[config.mk]
export PLATFORM = sky130hd
export DESIGN_NAME = associative_buffer_driver
export DESIGN_NICKNAME = d
export VERILOG_FILES = /design/src/rtl/associative_buffer_driver_pkg.sv /design/src/rtl/associative_buffer_driver_debouncer.sv /design/src/rtl/associative_buffer_driver.sv
export SDC_FILE = /design/constraint.sdc
export NUM_CORES = 1
export LEC_CHECK = 0
export ABC_AREA = 1
export CAP_MARGIN = 0
export CORE_MARGIN = 2
export CORE_UTILIZATION = 50
export DETAILED_ROUTE_END_ITERATION = 16
export PLACE_DENSITY = 0.76
export SYNTH_ARGS = -nofsm -noshare
export SYNTH_HDL_FRONTEND = slang
export SYNTH_SLANG_ARGS = --single-unit
[constraint.sdc]
create_clock -name clk -period 1.32 [get_ports clk]
set_input_delay 0.264 -clock clk [delete_from_list [all_inputs] [get_ports clk]]
set_output_delay 0.264 -clock clk [all_outputs]
set_load 0.02 [all_outputs]
[src/rtl/associative_buffer_driver_pkg.sv]
// Shared constants for the associative buffer command initiator: buffer register
// control encodings, button indices and the command FSM state type.
package associative_buffer_driver_pkg;

    // Buffer register-control encodings, matching the buffer's register.vh.
    localparam int unsigned REG_CTRL_WIDTH = 3;
    localparam logic [REG_CTRL_WIDTH-1:0] REG_CTRL_NOP = 3'd0;
    localparam logic [REG_CTRL_WIDTH-1:0] REG_CTRL_LD  = 3'd1;
    localparam logic [REG_CTRL_WIDTH-1:0] REG_CTRL_INC = 3'd2;
    localparam logic [REG_CTRL_WIDTH-1:0] REG_CTRL_DEC = 3'd3;
    localparam logic [REG_CTRL_WIDTH-1:0] REG_CTRL_CLR = 3'd4;

    localparam int unsigned NUM_BTN = 5;
    localparam logic [2:0] BTN_LD   = 3'd0;
    localparam logic [2:0] BTN_INC  = 3'd1;
    localparam logic [2:0] BTN_DEC  = 3'd2;
    localparam logic [2:0] BTN_CLR  = 3'd3;
    localparam logic [2:0] BTN_READ = 3'd4;

    typedef enum logic [1:0] {
        ST_IDLE,
        ST_ISSUE,
        ST_WAIT_RELEASE
    } state_t;

    // Lowest set index wins, so LD outranks INC, DEC, CLR and READ.
    function automatic logic [2:0] first_pressed(input logic [NUM_BTN-1:0] p);
        logic [2:0] idx;
        logic       found;
        idx   = BTN_READ;
        found = 1'b0;
        for (int unsigned i = 0; i < NUM_BTN; i++) begin
            if (p[i] && !found) begin
                idx   = 3'(i);
                found = 1'b1;
            end
        end
        return idx;
    endfunction

endpackage

[src/rtl/associative_buffer_driver_debouncer.sv]
// One push-button channel: two-flop synchronizer, stability counter and a
// registered released-to-pressed pulse. level=1 means pressed.
module debouncer #(
    parameter int unsigned DEBOUNCE_CYCLES = 500000
) (
    input  logic clk,
    input  logic async_reset,
    input  logic raw_n,
    output logic level,
    output logic press
);
    localparam int unsigned CNT_W = $clog2(DEBOUNCE_CYCLES);
    localparam logic [CNT_W-1:0] CNT_MAX = CNT_W'(DEBOUNCE_CYCLES - 1);

    logic             sync1_n;
    logic             sync2_n;
    logic             level_d;
    logic [CNT_W-1:0] cnt;

    always_ff @(posedge clk) begin
        if (!async_reset) begin
            sync1_n <= 1'b1;
            sync2_n <= 1'b1;
            cnt     <= '0;
            level   <= 1'b0;
            level_d <= 1'b0;
            press   <= 1'b0;
        end else begin
            sync1_n <= raw_n;
            sync2_n <= sync1_n;
            level_d <= level;
            press   <= level && !level_d;
            // Any sample agreeing with the accepted level restarts the count.
            if (!sync2_n == level) begin
                cnt <= '0;
            end else if (cnt == CNT_MAX) begin
                cnt   <= '0;
                level <= !sync2_n;
            end else begin
                cnt <= cnt + 1'b1;
            end
        end
    end

endmodule

[src/rtl/associative_buffer_driver.sv]
// Turns debounced DE0 button presses into single register-control commands or
// read triggers for the associative buffer, with key/data held between presses.
module associative_buffer_driver
    import associative_buffer_driver_pkg::*;
#(
    parameter int unsigned KEY_WIDTH       = 8,
    parameter int unsigned DATA_WIDTH      = 8,
    parameter int unsigned DEBOUNCE_CYCLES = 500000
) (
    input  logic                      clk,
    input  logic                      async_reset,
    input  logic [KEY_WIDTH-1:0]      key_sw,
    input  logic [DATA_WIDTH-1:0]     data_sw,
    input  logic [NUM_BTN-1:0]        btn_n,
    output logic [REG_CTRL_WIDTH-1:0] ctrl,
    output logic [KEY_WIDTH-1:0]      key_output,
    output logic [DATA_WIDTH-1:0]     data_output,
    output logic                      trigger_read,
    output logic                      busy
);
    logic [NUM_BTN-1:0]    level;
    logic [NUM_BTN-1:0]    press;
    logic [KEY_WIDTH-1:0]  key_q;
    logic [DATA_WIDTH-1:0] data_q;
    logic [2:0]            cmd_idx;
    state_t                state;
    state_t                state_next;

    for (genvar i = 0; i < NUM_BTN; i++) begin : g_btn
        debouncer #(
            .DEBOUNCE_CYCLES(DEBOUNCE_CYCLES)
        ) u_debouncer (
            .clk        (clk),
            .async_reset(async_reset),
            .raw_n      (btn_n[i]),
            .level      (level[i]),
            .press      (press[i])
        );
    end

    always_ff @(posedge clk) begin
        if (!async_reset) begin
            state       <= ST_IDLE;
            key_q       <= '0;
            data_q      <= '0;
            key_output  <= '0;
            data_output <= '0;
            cmd_idx     <= BTN_LD;
        end else begin
            state  <= state_next;
            key_q  <= key_sw;
            data_q <= data_sw;
            if (state == ST_IDLE && |press) begin
                key_output  <= key_q;
                data_output <= data_q;
                cmd_idx     <= first_pressed(press);
            end
        end
    end

    always_comb begin
        state_next   = state;
        ctrl         = REG_CTRL_NOP;
        trigger_read = 1'b0;
        unique case (state)
            ST_IDLE: begin
                if (|press) state_next = ST_ISSUE;
            end
            ST_ISSUE: begin
                unique case (cmd_idx)
                    BTN_LD:   ctrl = REG_CTRL_LD;
                    BTN_INC:  ctrl = REG_CTRL_INC;
                    BTN_DEC:  ctrl = REG_CTRL_DEC;
                    BTN_CLR:  ctrl = REG_CTRL_CLR;
                    default:  trigger_read = 1'b1;
                endcase
                state_next = ST_WAIT_RELEASE;
            end
            ST_WAIT_RELEASE: begin
                if (level == '0) state_next = ST_IDLE;
            end
            default: state_next = ST_IDLE;
        endcase
    end

    assign busy = (state != ST_IDLE);

endmodule
==> flow_summary.ini <==
[pwr]
power.density_mw_per_mm2 = 982
vdd_ir_drop_max_mv = 0.910
leakagePower_nw = 3.68

[outcome]
violations = setup timing
status = finished with violations

[logic_synthesis]
synth_top_area_share = 0.444
ys_ff_latch = 157
synthCells = 992
yosysSeqAreaShare = 0.444
syn_nets = 1020
ys_types = 34
synth_area_mm2 = 0.00708
syn_avg_cell_area_um2 = 7.13
synth_area_leaders = dfxtp_1, nand2_1, nor2_1
synth_top_cell_by_area = dfxtp_1
yosys_warnings = 0

[worst_setup_path]
cp_cell_sequence = inv_2 -> nand2_4 -> nor4_4 -> buf_4
cp.required_ns = 1.06
cp_top_family = simple AND/OR/NAND/NOR gates
worstPathMaxFanout = 5
endpoint_kind = primary output
arrival_ns = 1.39
cp_slowest_cell = dfxtp_2
start_kind = flip-flop
critical_path_class = reg -> out
critPathBufInv = 2
crit_path_max_incr_delay_ns = 0.33

[timing]
fin_skew_ns = 0.0107
finalMaxSlewViolations = 0
min_period_ns = 1.65
max_slew_margin = 0.763
hold_viol = 0
setup_ws_ns = -0.334
rsz0062_at_grt = yes
fmax_ghz = 0.605
tightest_slew_ns = 0.352
whs_ns = 0.375
post-route-period-util = 1.25
setup_violations = 21

[clocking]
clk_pin_slew_worst_paths_ns = 0.06
clock_sinks = 157
clock_latency_ns = 0.42
htreeDepth = 4
cts_tree = built
cts_buffers = 17
ctsLongestPathBuffers = 2
cts-root-buf = clkbuf_16
postCtsHoldBufs = 0

[global_route]
grt_usage = 0.221
antenna_found_initial = 0
grt_pass1_wl_um = 26800
grt_max_degree = 36
grt_pass1_vias = 6232
overflow = 0

[die]
die_area_mm2 = 0.0151
start_util = 0.512
core_mm2 = 0.0138
die_w_um = 123
fp.dieH_um = 123
io_pins = 44
rows = 43

[final_layout]
final_common_cell = nand2_1
drive_gt1_frac = 0.310
area_growth_pct = 38.9
fin_nets = 1183
diodes = 0
most-common-layout-cells = nand2_1, nor2_1, dfxtp_1, buf_4, inv_1

[placed_design]
globalplace.congestion = 0.838
hpwlAfterDp_um = 10600
pre_cts_ws_ns = -0.388
io_buffers = 43

[run]
drv_cap = 0

[route]
drt_iter0_drc = 495
wl_um = 18100
drc_errors = 0
antenna_left = 0
num_vias = 6766
viasPerCell = 5.03
drt_pass1_iterations = 5
routedWlPerCell_um = 13.4

[hold_path]
hold_class = in -> reg
kinds of logic (layout without fill, tap and decap cells):
kind of cell,after synthesis,count (layout),synth area share
AO/OA/AOI/OAI,59,59,0.0430
flip-flops,157,157,0.444
XOR/XNOR,42,42,0.0520
AND/OR/NAND/NOR,611,616,0.382
adder cells (fa/ha/maj),5,5,0.00884
buffers and inverters,118,287,0.0700
state kept, by name, indices dropped and copies added (netlist names), 8 cells and up:
| name | count |
|---|---|
| data_output | 8 |
| data_q | 8 |
| g_btn.u_debouncer.cnt | 95 |
| key_output | 8 |
| key_q | 8 |
stage by stage:
step | std cells | setup TNS (ns) | util | instance area (um2) | total power [mW]
finish | 1346 | -1.35 | 0.711 | 9830 | 9.65
CTS | 1321 | -1.26 | 0.658 | 9100 | 9.66
global placement | 1286 | -27.97 | 0.604 | 8350 | 5.12
floorplan | 992 | 0 | - | 7130 | 5.01
global route | 1346 | -4.14 | 0.711 | 9830 | 9.93
detailed placement | 1286 | -32.66 | 0.604 | 8350 | 5.12
synthesized netlist by cell type (all sizes together):
library cell / n
a21oi: 42
and2: 2
buf: 10
clkbuf: 5
dfxtp: 157
ha: 5
inv: 103
nand2: 242
nand3: 62
nand3b: 19
nand4: 16
nor2: 233
nor3: 11
nor4: 1
o21a: 1
o21ai: 15
o21bai: 1
or2: 25
xnor2: 17
xor2: 25
metal layers:
metal	routed length [um]	track usage
met1	7170	0.263
met2	9910	0.389
met3	636	0.0475
met4	387	0.0862
met5	0	0
area by class of cell:
cell class	count	area, um2
Multi-Input combinational cell	722	4120
Fill cell	989	4000
Sequential cell	157	3200
Timing Repair Buffer	154	1340
Clock buffer	24	492
Inverter	103	389
Tap cell	180	225
Clock inverter	6	61.3
worst min-delay path: cells and delay by family:
family,cells,cell delay (ns)
buf+inv,2,0.42
simple gates,1,0.06
report_power, final:
part	switching, mW	internal [mW]
Combinational	0.121	0.137
Clock	1.83	2.77
Sequential	0.0158	4.78
Total	1.97	7.68
final timing paths:
kind / start / end / slack (ns) / cells past startpoint
max: state[1] / ctrl[2] / -0.33 / 4
min reg2reg: g_btn[0].u_debouncer.level_d / g_btn[0].u_debouncer.press / 0.38 / 1
max reg2reg: g_btn[1].u_debouncer.cnt[18] / g_btn[1].u_debouncer.cnt[16] / -0.03 / 8
min: key_sw[0] / key_q[0] / 0.38 / 3
what timing repair did:
action / CTS / global route
gates cloned: 3 / 4
endpoints found under the hold margin: 0 / 0
resized for setup: 115 / 175
buffers inserted: 2 / 22
pin swaps: 11 / 51
endpoints found under the setup margin: 103 / 121
Note: power is estimated with default switching activity, not from simulation.
